<file path="src/rtl/seq_gen_if.sv">
// Word handshake plus serial-stream bundle for seq_gen.
// The master supplies words and watches the stream. The slave is the transmitter.
interface seq_gen_if #(
  parameter int W = 8
);
  logic         word_valid;
  logic         word_ready;
  logic [W-1:0] word_data;
  logic         d;
  logic         d_valid;
  logic         exp_match;
  logic [15:0]  word_cnt;

  modport master (
    output word_valid, word_data,
    input  word_ready, d, d_valid, exp_match, word_cnt
  );

  modport slave (
    input  word_valid, word_data,
    output word_ready, d, d_valid, exp_match, word_cnt
  );
endinterface

</file>
<file path="src/rtl/seq_gen.sv">
// Serial pattern transmitter: takes parallel words over valid/ready and sends them MSB-first on d.
// Defining SEQ_GEN_EXP_MATCH_EN builds the 1011 reference detector that drives exp_match.
module seq_gen #(
  parameter int W   = 8,
  parameter int GAP = 0
) (
  input  logic     i_clk,
  input  logic     i_reset,
  seq_gen_if.slave bus
);

  localparam int             CW       = $clog2(W);
  localparam logic [CW-1:0]  LAST_IDX = CW'(W - 1);
  localparam logic [3:0]     GAP_LD   = 4'(GAP - 1);

  typedef enum logic [1:0] {S_IDLE, S_SHIFT, S_GAP} state_t;

  state_t          r_state;
  state_t          w_state_nxt;
  logic [W-1:0]    r_shift;
  logic [CW-1:0]   r_bit_cnt;
  logic [3:0]      r_gap_cnt;
  logic [15:0]     r_word_cnt;
  logic            r_d_valid;
  logic            w_last;
  logic            w_ready;
  logic            w_accept;
  logic            w_d;

  assign w_last   = (r_state == S_SHIFT) && (r_bit_cnt == '0);
  assign w_accept = bus.word_valid && w_ready;

  always_ff @(posedge i_clk) begin
    if (i_reset) r_state <= S_IDLE;
    else         r_state <= w_state_nxt;
  end

  always_comb begin
    w_state_nxt = r_state;
    case (r_state)
      S_IDLE:  if (w_accept) w_state_nxt = S_SHIFT;
      S_SHIFT: begin
        if (r_bit_cnt == '0) begin
          if (GAP > 0)       w_state_nxt = S_GAP;
          else if (w_accept) w_state_nxt = S_SHIFT;
          else               w_state_nxt = S_IDLE;
        end
      end
      S_GAP:   if (r_gap_cnt == '0) w_state_nxt = S_IDLE;
      default: w_state_nxt = S_IDLE;
    endcase
  end

  // With no gap configured, the last-bit cycle also accepts, so words go out back-to-back.
  always_comb begin
    w_ready = 1'b0;
    case (r_state)
      S_IDLE:  w_ready = 1'b1;
      S_SHIFT: w_ready = (GAP == 0) && (r_bit_cnt == '0);
      default: w_ready = 1'b0;
    endcase
  end

  // Zeros shift in behind the word, so the MSB is already 0 when the block leaves SHIFT.
  always_ff @(posedge i_clk) begin
    if (i_reset) begin
      r_shift    <= '0;
      r_bit_cnt  <= '0;
      r_gap_cnt  <= '0;
      r_word_cnt <= '0;
      r_d_valid  <= 1'b0;
    end else begin
      r_d_valid <= (w_state_nxt == S_SHIFT);
      if (w_accept) begin
        r_shift   <= bus.word_data;
        r_bit_cnt <= LAST_IDX;
      end else if (r_state == S_SHIFT) begin
        r_shift   <= {r_shift[W-2:0], 1'b0};
        r_bit_cnt <= r_bit_cnt - 1'b1;
      end
      if (w_last) begin
        r_word_cnt <= r_word_cnt + 16'd1;
        r_gap_cnt  <= GAP_LD;
      end else if (r_state == S_GAP) begin
        r_gap_cnt  <= r_gap_cnt - 4'd1;
      end
    end
  end

  assign w_d = r_shift[W-1];

`ifdef SEQ_GEN_EXP_MATCH_EN
  // The history also samples idle and gap zeros, because a detector samples d every cycle.
  logic [2:0] r_hist;

  always_ff @(posedge i_clk) begin
    if (i_reset) r_hist <= '0;
    else         r_hist <= {r_hist[1:0], w_d};
  end

  assign bus.exp_match = (r_hist == 3'b101) && w_d;
`else
  assign bus.exp_match = 1'b0;
`endif

  assign bus.d          = w_d;
  assign bus.d_valid    = r_d_valid;
  assign bus.word_ready = w_ready;
  assign bus.word_cnt   = r_word_cnt;

endmodule

</file>
<file path="src/flat_wrapper.sv">
// flat-port wrapper written by rule: the top's interface ports become plain ports
module seq_gen_flat 
#(
  parameter int W   = 8,
  parameter int GAP = 0
)
  (i_clk, i_reset, bus_word_valid, bus_word_data, bus_word_ready, bus_d, bus_d_valid, bus_exp_match, bus_word_cnt);
  seq_gen_if #(.W(W)) bus_i ();
  input  logic i_clk;
  input  logic i_reset;
  input wire logic [$bits(bus_i.word_valid)-1:0] bus_word_valid;
  input wire logic [$bits(bus_i.word_data)-1:0] bus_word_data;
  output wire logic [$bits(bus_i.word_ready)-1:0] bus_word_ready;
  output wire logic [$bits(bus_i.d)-1:0] bus_d;
  output wire logic [$bits(bus_i.d_valid)-1:0] bus_d_valid;
  output wire logic [$bits(bus_i.exp_match)-1:0] bus_exp_match;
  output wire logic [$bits(bus_i.word_cnt)-1:0] bus_word_cnt;
  assign bus_i.word_valid = bus_word_valid;
  assign bus_i.word_data = bus_word_data;
  assign bus_word_ready = bus_i.word_ready;
  assign bus_d = bus_i.d;
  assign bus_d_valid = bus_i.d_valid;
  assign bus_exp_match = bus_i.exp_match;
  assign bus_word_cnt = bus_i.word_cnt;
  seq_gen #(.W(W), .GAP(GAP)) u_core (.i_clk(i_clk), .i_reset(i_reset), .bus(bus_i));
endmodule
</file>
<file path="config.mk">
export PLATFORM = sky130hd
export DESIGN_NAME = seq_gen_flat
export DESIGN_NICKNAME = d
export VERILOG_FILES = /design/src/rtl/seq_gen_if.sv /design/src/rtl/seq_gen.sv /design/src/flat_wrapper.sv
export SDC_FILE = /design/constraint.sdc
export NUM_CORES = 1
export LEC_CHECK = 0
export BUFFER_PORTS_ARGS = -buffer_cell sky130_fd_sc_hd__buf_2
export CAP_MARGIN = 40
export CORE_UTILIZATION = 35
export DETAILED_ROUTE_END_ITERATION = 16
export GPL_TIMING_DRIVEN = 1
export PLACE_DENSITY_LB_ADDON = 0.05
export SLEW_MARGIN = 0
export SYNTH_ARGS = -nofsm -noshare
export SYNTH_HDL_FRONTEND = slang
export SYNTH_SLANG_ARGS = --single-unit
</file>
<file path="constraint.sdc">
create_clock -name i_clk -period 5.3 [get_ports i_clk]
set_input_delay 0.265 -clock i_clk [delete_from_list [all_inputs] [get_ports i_clk]]
set_output_delay 0.265 -clock i_clk [all_outputs]
set_load 0.02 [all_outputs]
</file>
==> results of run 1 <==
-- sequential cells by signal, indices dropped and copies added (netlist names) --
name                 cells
u_core.bus.word_cnt     16
u_core.r_shift           8
u_core.r_bit_cnt         3
u_core.r_gap_cnt         4
u_core.r_state           2
u_core.bus.d_valid       1
-- power by group --
group	total, uW	leakage [uW]	internal, uW	switching (uW)
registers	278	0.000278	269	8.95
clock network	194	0.0000482	105	89.2
logic	59.8	0.000382	25.6	34.2
total	531	0.000708	399	132
-- cell usage in the layout (no fill, tap or decap), types with 2 or more instances in the layout --
cell / n
nor3_1: 6
dfxtp_1: 34
nand3_1: 4
inv_1: 7
nor4_1: 4
nor2_1: 21
o31ai_1: 4
nand4_1: 2
ha_1: 4
xor2_1: 5
or4_1: 4
clkbuf_8: 6
o21ai_0: 3
buf_2: 29
a21oi_1: 15
xnor2_1: 8
a211oi_1: 9
nand2_1: 12
nand2b_1: 3
mux2i_1: 7
-- layer usage --
metal | up-vias | share of wire
met5 | - | 0
met4 | 0 | 0.020
met3 | 7 | 0.037
met2 | 24 | 0.45
met1 | 579 | 0.49
li1 | 668 | -
-- logic make-up after synthesis --
family                     after synthesis  synth area share
AOI/OAI and AO/OA                       34             0.141
xor gates and xnor gates                13            0.0739
adders and majority gates                4            0.0325
buffers and inverters                   18            0.0479
DFF                                     34             0.442
muxes                                    7            0.0455
other                                    1           0.00243
and+or+nand+nor                         64             0.214
-- metrics by stage --
| step | power, uW | instances | area, um^2 | utilization | setup WS (ps) |
|---|---|---|---|---|---|
| after floorplan | 328 | 175 | 1540 | - | 3400 |
| after global placement | 341 | 243 | 1700 | 0.413 | 3100 |
| after detailed placement | 344 | 244 | 1710 | 0.415 | 3070 |
| after CTS | 541 | 252 | 1800 | 0.437 | 3050 |
| after global routing | 557 | 252 | 1800 | 0.437 | 2890 |
| final | 531 | 252 | 1800 | 0.437 | 3070 |
-- area by class of cell --
class	instances	area, um^2	area share
multi-input cells	123	786	0.437
flip-flops and latches	34	681	0.378
repair buffers	30	153	0.0848
clock buffers	7	86.3	0.0480
well taps	50	62.6	0.0348
inverters	7	26.3	0.0146
clock inverters	1	5.00	0.00278
-- how the worst max path moves through the flow --
| stage | end | startpoint | cells after the start | slack, ps |
|---|---|---|---|---|
| floorplan | u_core.bus.word_cnt[14] | u_core.bus.word_cnt[3] | 5 | 3400 |
| global placement | u_core.bus.word_cnt[15] | u_core.r_bit_cnt[0] | 6 | 3100 |
| detailed placement | u_core.bus.word_cnt[13] | u_core.r_bit_cnt[0] | 6 | 3070 |
| CTS | u_core.bus.word_cnt[13] | u_core.r_bit_cnt[0] | 6 | 3050 |
| global route | u_core.bus.word_cnt[13] | u_core.r_bit_cnt[0] | 6 | 2890 |
| finish | u_core.bus.word_cnt[13] | u_core.r_bit_cnt[0] | 6 | 3070 |
-- tightest hold or removal path, stage by stage --
cell,delay [ps]
buf_2,100
nand2_1,50
a21oi_1,50
==> impl_results.md, run 1 <==
- Run status: complete, no violations
- Via count: 1278
- Vias in the first global route: 1116
- Post-Synthesis Cells: 175
- Min-Delay Startpoint: bus_word_data[0]
- CTS Hold Buffers Added: 0
- R2r setup slk: 3070 ps
- DRT iter0 DRCs: 44
- H-Tree Depth: 2
- P&R area growth vs syn: 16.8%
- Crit path max fanout: 11
- Yosys warnings: 0
- Worst path arrival time: 2450 ps
- Worst Setup Start Kind: flop
- VDD IR max: 143 uV
- Delay-heaviest family, CP: simple AND/OR/NAND/NOR gates
- Top-count cell post-synth: dfxtp_1
- I/O pin cnt: 31
- Asr flop ratio synth: 0
- Total CTS buffers: 5
- Congestion Overflow GR: 0
- Port bufs: 29
- Die X: 68.3 um
- Top post-synthesis cells by area: dfxtp_1 (44%), nor2_1 (5.1%), a21oi_1 (4.9%), mux2i_1 (4.5%), xnor2_1 (4.5%)
- Fmax: 0.448 GHz
- GRT Overall Usage: 0.143
- Synth area leader: dfxtp_1
- Hold crit path type: primary input to flop
- Crit-path cells: inv_1, ha_1, nand4bb_1, or2_2, or4_1, a21oi_1
- Filler Cell Count: 418
- EDFF count, synth: 0
- Max stage delay on crit path: 520 ps
- Relative slew slack: 0.435
- Largest net degree at the start of global routing: 36
- WL final: 3.08 mm
- CORE AREA: 4120 um^2
- Pleak: 0.000708 uW
- Post-CTS sizing: 0
- Avg Cell Area, Syn: 8.80 um^2
- Post-route minimum period: 2230 ps
- Post-synthesis register bit count: 34
- Hold endpoint: u_core.r_shift[0]
- Busiest grt layer: met2
- Vias per cell: 5.07
- Clock-pin slew on the worst setup and hold paths: 70 ps
- Top-area cell type share of the netlist area: 0.442
- Top_reg_cell synth: dfxtp_1
- Fin Setup TNS: 0 ps
- Hold slack: 225 ps
- Die span in y: 68.3 um
- Clk Latency, worst-skew pair: 280 ps
- Worst-case reg-to-reg path depth: 6
- DPL Wire Length: 2.14 mm
- Initial cell density of the core: 0.374
- Register area share after synthesis: 0.442
- Cell area after synthesis: 1540 um^2
- First-pass GRT wire length: 4.90 mm
- Crit path capture type: flop
- Layout Skew: 3.83 ps
- Routed len/inst: 12.2 um
- Commonest cells in the netlist: dfxtp_1 (34), nor2_1 (21), a21oi_1 (15)
- DRT Pass-1 Iters: 4
- Root cell of the clock tree: clkbuf_8
- Endpoints failing setup: 0
- Reg-to-reg endpoint: u_core.bus.word_cnt[13]
- Fin. Hold Viols: 0
- Final Cycle Share: 0.422
- Worst Setup Path Type: flop to flop
- Max-slew violation count: 0
- # diodes: 0
- ANT nets after route: 0
- WP buf/inv: 1
- Reg-to-reg critical path startpoint: u_core.r_bit_cnt[0]
- Worst-case clock buffer depth: 2
- Synth Net Count: 190
- Routability congestion estimate: 0.729
- CTS Sinks: 34
- RSZ-0062 raised after global routing: no
- Hold Path Depth: 3
- DRC: 0
- Die ar.: 4670 um^2
- Tightest Pin Transition: 846 ps
- M1 GR Usage: 0.176
- Distinct cell type count after synthesis: 33
- Antenna violations before repair: 0
- Share of cells above drive strength 1: 0.213
- CTS tree: done
- Number of max-cap violations: 0
- Pwr Density: 295 nW/um^2
- Critical path's slowest cell: or4_1
- Global-route track usage on met3: 0.0400
- Req. time, crit path: 5510 ps
- Rows: 23
- Setup bufs post-CTS: 0
- Layout Nets: 216
- Met2 Use GR: 0.228
Power figures use the tool's default switching activity.
==> run 2: changes to the inputs <==
ABC_AREA = 1   (was unset)
clock period = 2.06 ns   (was 5.3 ns; I/O delays follow)
==> run 2 against run 1 <==
Compared with the run above: routed wire length grew 25%; cell area grew 13%; worst setup slack lost 2600 ps; first-iteration DRC count grew 75%; worst hold slack lost 160 ps; area after synthesis grew 15%; global-route usage grew 2.5 points; clock power grew 140%; non-clock buffer count is the same; flip-flop and latch count is the same; die area grew 14%; critical endpoint is now u_core.bus.word_cnt[10]; largest cell class unchanged; largest power group unchanged; highest routed layer unchanged.
==> impl_results.md, run 2 <==
- Run status: complete, no violations
- Req. time, crit path: 2240 ps
- Congestion Overflow GR: 0
- Pwr Density: 678 nW/um^2
- Distinct cell type count after synthesis: 28
- Post-synthesis register bit count: 34
- Top post-synthesis cells by area: dfxtp_1 (38%), nand2_1 (10%), inv_1 (9.3%), o21ai_0 (8.2%), a21oi_1 (6.5%)
- Root cell of the clock tree: clkbuf_8
- Total CTS buffers: 5
- Vias in the first global route: 1507
- Top-area cell type share of the netlist area: 0.384
- Register area share after synthesis: 0.384
- Clk Latency, worst-skew pair: 280 ps
- # diodes: 0
- Commonest non-fill, non-tap cell in the layout: nand2_1
- DRT Pass-1 Iters: 4
- Worst Setup Path Type: flop to flop
- Hold slack: 69.7 ps
- VDD IR max: 346 uV
- Worst Setup Start Kind: flop
- Rows: 25
- Synth Net Count: 269
- Multi-input logic area: 861 um^2
- Avg Cell Area, Syn: 6.97 um^2
- CTS tree: done
- Fin Setup TNS: 0 ps
- DRC: 0
- Fmax: 0.623 GHz
- Number of max-cap violations: 0
- Setup bufs post-CTS: 0
- WL final: 3.85 mm
- Register area: 681 um^2
- Synth area leader: dfxtp_1
- Post-Synthesis Cells: 254
- Share of cells above drive strength 1: 0.187
- Top_reg_cell synth: dfxtp_1
- Final Cycle Share: 0.779
- Top-count cell post-synth: nand2_1
- Asr flop ratio synth: 0
- Largest net degree at the start of global routing: 20
- Max-slew violation count: 0
- Endpoints failing setup: 0
- Max reg flops: 16
- Filler Cell Count: 510
- EDFF count, synth: 0
- CTS Hold Buffers Added: 0
- Layout Nets: 299
- P&R area growth vs syn: 14.7%
- Worst path arrival time: 1780 ps
- Routability congestion estimate: 0.783
- I/O pin cnt: 31
- Pleak: 0.000916 uW
- Post-CTS sizing: 0
- Via count: 1568
- Die span in y: 73.1 um
- Commonest cells in the netlist: nand2_1 (49), inv_1 (44), dfxtp_1 (34)
- Commonest non-fill, non-tap cells in the layout: nand2_1 (49), inv_1 (44), dfxtp_1 (34)
- Hold crit path type: primary input to flop
- Yosys warnings: 0
- Crit path max fanout: 11
- Vias per cell: 4.47
- Routed len/inst: 11.0 um
- ANT nets after route: 0
- Post-route minimum period: 1600 ps
- First-pass GRT wire length: 6.77 mm
- RSZ-0062 raised after global routing: no
- Port bufs: 29
- CORE AREA: 4790 um^2
- Die ar.: 5350 um^2
- Layout Skew: 7.50 ps
- DPL Wire Length: 2.75 mm
- GRT Overall Usage: 0.169
- Antenna violations before repair: 0
- Fin. Hold Viols: 0
- H-Tree Depth: 2
- Clock-pin slew on the worst setup and hold paths: 70 ps
- Die X: 73.1 um
- Initial cell density of the core: 0.370
- Worst-case clock buffer depth: 2
- Crit path capture type: flop
- Cell area after synthesis: 1770 um^2
- CTS Sinks: 34
- DRT iter0 DRCs: 77
-- run 2: changes by cell type in the layout (fill, tap and decap cells not counted), moves of 7 or more --
| cell | before | now |
|---|---|---|
| inv_1 | 7 | 44 |
| nand2_1 | 12 | 49 |
| o21ai_0 | 3 | 29 |
| a21oi_1 | 15 | 23 |
| xnor2_1 | 8 | 0 |
| mux2i_1 | 7 | 0 |
-- run 2: through the flow --
stage / total power, uW / setup WS (ps) / area [um^2] / utilization / cells
floorplan: 884 / 713 / 1770 / - / 254
global placement: 926 / 507 / 1950 / 0.408 / 344
detailed placement: 925 / 479 / 1950 / 0.408 / 344
CTS: 1400 / 455 / 2030 / 0.424 / 351
global route: 1460 / 271 / 2030 / 0.424 / 351
finish: 1380 / 455 / 2030 / 0.424 / 351
-- run 2: layer usage --
layer / vias to the layer above / part of all wire / global-route usage
met3: 7 / 0.049 / 0.0456
met5: - / 0 / 0
li1: 863 / - / -
met4: 0 / 0.022 / 0.0741
met2: 34 / 0.44 / 0.275
met1: 664 / 0.49 / 0.208
-- run 2: worst paths after layout --
| path | startpoint | slack [ps] | depth (start not counted) | endpoint |
|---|---|---|---|---|
| setup / recovery | u_core.r_bit_cnt[0] | 460 | 9 | u_core.bus.word_cnt[10] |
| hold / removal | bus_word_data[0] | 70 | 3 | u_core.r_shift[0] |
| setup reg to reg | u_core.r_bit_cnt[0] | 460 | 9 | u_core.bus.word_cnt[10] |
| hold reg to reg | u_core.r_gap_cnt[0] | 480 | 1 | u_core.r_gap_cnt[0] |
-- run 2: layout make-up --
class                           count  area share
Multi-Input combinational cell    166       0.424
Timing Repair Buffer               30      0.0752
Clock buffer                        7      0.0376
Sequential cell                    34       0.335
Tap cell                           67      0.0413
Inverter                           47      0.0869
-- run 2: where the power goes --
| group | switching [uW] | internal (uW) | total (uW) |
|---|---|---|---|
| Clock | 233 | 233 | 466 |
| Combinational | 130 | 67.0 | 197 |
| Sequential | 20.4 | 693 | 713 |
-- run 2: worst max-delay path: stages (launching register included) --
cell and delay (ps):
dfxtp_1 310, inv_1 90, ha_1 170, nand2_2 110, nor2_4 310, nand3_2 150, nor2_2 170, nand3_1 90
nand2_1 60, nor2_1 40
-- run 2: kinds of logic (layout without fill, tap and decap cells) --
family                     after synthesis  after routing  share of synthesized area
adders and majority gates                4              4                     0.0283
and+or+nand+nor                        100            100                      0.265
other                                    1              1                    0.00212
buffers and inverters                   54             84                      0.129
AOI/OAI and AO/OA                       61             61                      0.191
DFF                                     34             34                      0.384
==> run 3: changes to the inputs <==
clock period = 1.4 ns   (was 2.06 ns; I/O delays follow)
==> run 3 against run 2 <==
Compared with the run above: clock skew fell by 3.0 ps; core utilization rose by 6.0 points; flip-flop and latch count did not move; clock power rose by 97%; worst hold slack got worse by 40 ps; sequential power rose by 49%; worst setup slack got worse by 410 ps.
==> impl_results.md, run 3 (same netlist as run 2, synthesis figures left out) <==
- Worst Setup Path Type: flop to primary output
- Critical path depth: 6
- GRT Overall Usage: 0.170
- Layout Nets: 318
- Layout Skew: 4.54 ps
- Largest net degree at the start of global routing: 20
- Routability congestion estimate: 0.757
- Crit-path cells: inv_2, ha_4, nand2_4, buf_4, a21oi_4, buf_6
- Final core occ: 0.484
- Die X: 73.1 um
- Initial cell density of the core: 0.370
- Die ar.: 5350 um^2
- Reg-to-reg critical path startpoint: u_core.r_bit_cnt[1]
- Critical path's slowest cell: dfxtp_2
- Antenna violations before repair: 0
- DRT iter0 DRCs: 53
- Delay-heaviest family, CP: buffers and inverters
- Via count: 1699
- Relative slew slack: 0.665
- DRC: 0
- Port bufs: 29
- R2r setup slk: 70 ps
- Total CTS buffers: 5
- Final Cycle Share: 0.969
- Reg-to-reg endpoint: u_core.bus.word_cnt[6]
- DP Cell Count: 363
- Tightest Pin Transition: 502 ps
- Commonest non-fill, non-tap cell in the layout: nand2_1
- P&R area growth vs syn: 30.9%
- Power, Total: 2350 uW
- Layout Cells excl Fill: 370
- Max-slew violation count: 0
- Post-route minimum period: 1360 ps
- First-pass GRT wire length: 6.92 mm
- I/O pin cnt: 31
- ANT nets after route: 0
- Die span in y: 73.1 um
- VDD IR max: 460 uV
- Run status: complete, no violations
- Worst path arrival time: 1290 ps
- WP buf/inv: 3
- Hold endpoint: u_core.r_shift[0]
- Worst-case reg-to-reg path depth: 8
- Max stage delay on crit path: 320 ps
- Congestion Overflow GR: 0
- Routed len/inst: 11.1 um
- Vias per cell: 4.59
- Clk Latency, worst-skew pair: 280 ps
- Setup bufs post-CTS: 0
- Root cell of the clock tree: clkbuf_8
- # diodes: 0
- CORE AREA: 4790 um^2
- Pleak: 0.00104 uW
- Hold crit path type: primary input to flop
- DRT Pass-1 Iters: 4
- Crit path capture type: primary output
- Hold Path Depth: 3
- Worst Setup Start Kind: flop
- Req. time, crit path: 1330 ps
- Crit path max fanout: 4
- Number of max-cap violations: 0
- Fin. Hold Viols: 0
- Worst-case clock buffer depth: 2
- Pwr Density: 1010 nW/um^2
- DPL Wire Length: 2.94 mm
- CTS tree: done
- RSZ-0062 raised after global routing: yes
- Clock-pin slew on the worst setup and hold paths: 70 ps
- Commonest non-fill, non-tap cells in the layout: nand2_1 (48), inv_1 (41), dfxtp_1 (29)
- Max reg flops: 16
- Fmax: 0.737 GHz
- Vias in the first global route: 1560
- WL final: 4.09 mm
- Endpoints failing setup: 0
- CTS Sinks: 34
- H-Tree Depth: 2
- Rows: 25
- Min-Delay Startpoint: bus_word_data[0]
- Share of cells above drive strength 1: 0.294
run 3: stage by stage:
stage | hold slack, ps | worst slack (ps) | setup TNS [ps] | cell area [um^2]
finish | 30.2 | 44.0 | 0 | 2320
global route | 41.9 | -30.1 | -93.5 | 2320
CTS | 24.9 | -51.8 | -51.8 | 2240
detailed placement | 334 | -13.4 | -13.4 | 2110
global placement | 330 | -86.7 | -86.7 | 2110
floorplan | 213 | 52.6 | 0 | 1770
run 3: area by class of cell:
class | instances | area (um^2)
Clock buffer | 6 | 82.6
Clock inverter | 1 | 30.0
Fill cell | 509 | 2470
Inverter | 47 | 176
Multi-Input combinational cell | 166 | 937
Sequential cell | 34 | 689
Tap cell | 67 | 83.8
Timing Repair Buffer | 49 | 318
run 3: tightest hold or removal path, cell delays in order:
cell,delay [ps]
buf_2,100
nand2_1,50
a21oi_1,50
run 3: how the worst max path moves through the flow:
stage                      startpoint                       to
4_1_cts           u_core.r_bit_cnt[0]           bus_word_ready
2_1_floorplan  u_core.bus.word_cnt[0]  u_core.bus.word_cnt[11]
3_3_place_gp        u_core.r_state[1]      u_core.r_gap_cnt[2]
5_1_grt           u_core.r_bit_cnt[1]  u_core.bus.word_cnt[10]
3_5_place_dp        u_core.r_state[1]      u_core.r_gap_cnt[2]
6_report          u_core.r_bit_cnt[1]           bus_word_ready
run 3: timing repair:
action	4_1_cts	5_1_grt
hold buffers	0	0
gates resized for setup	5	26
pin swaps	1	4
endpoints found under the setup margin	4	29
run 3: routing by layer:
metal | track usage | up-vias | part of all wire
li1 | - | 902 | -
met3 | 0.0373 | 6 | 0.031
met5 | 0 | - | 0
met2 | 0.281 | 24 | 0.45
met4 | 0.0523 | 0 | 0.012
met1 | 0.219 | 767 | 0.50
run 3: power by group:
part	leakage [uW]	internal (uW)	switching [uW]
combinational	0.000707	159	216
clock	0.0000573	569	349
sequential	0.000280	1020	33.9
total	0.00104	1750	600
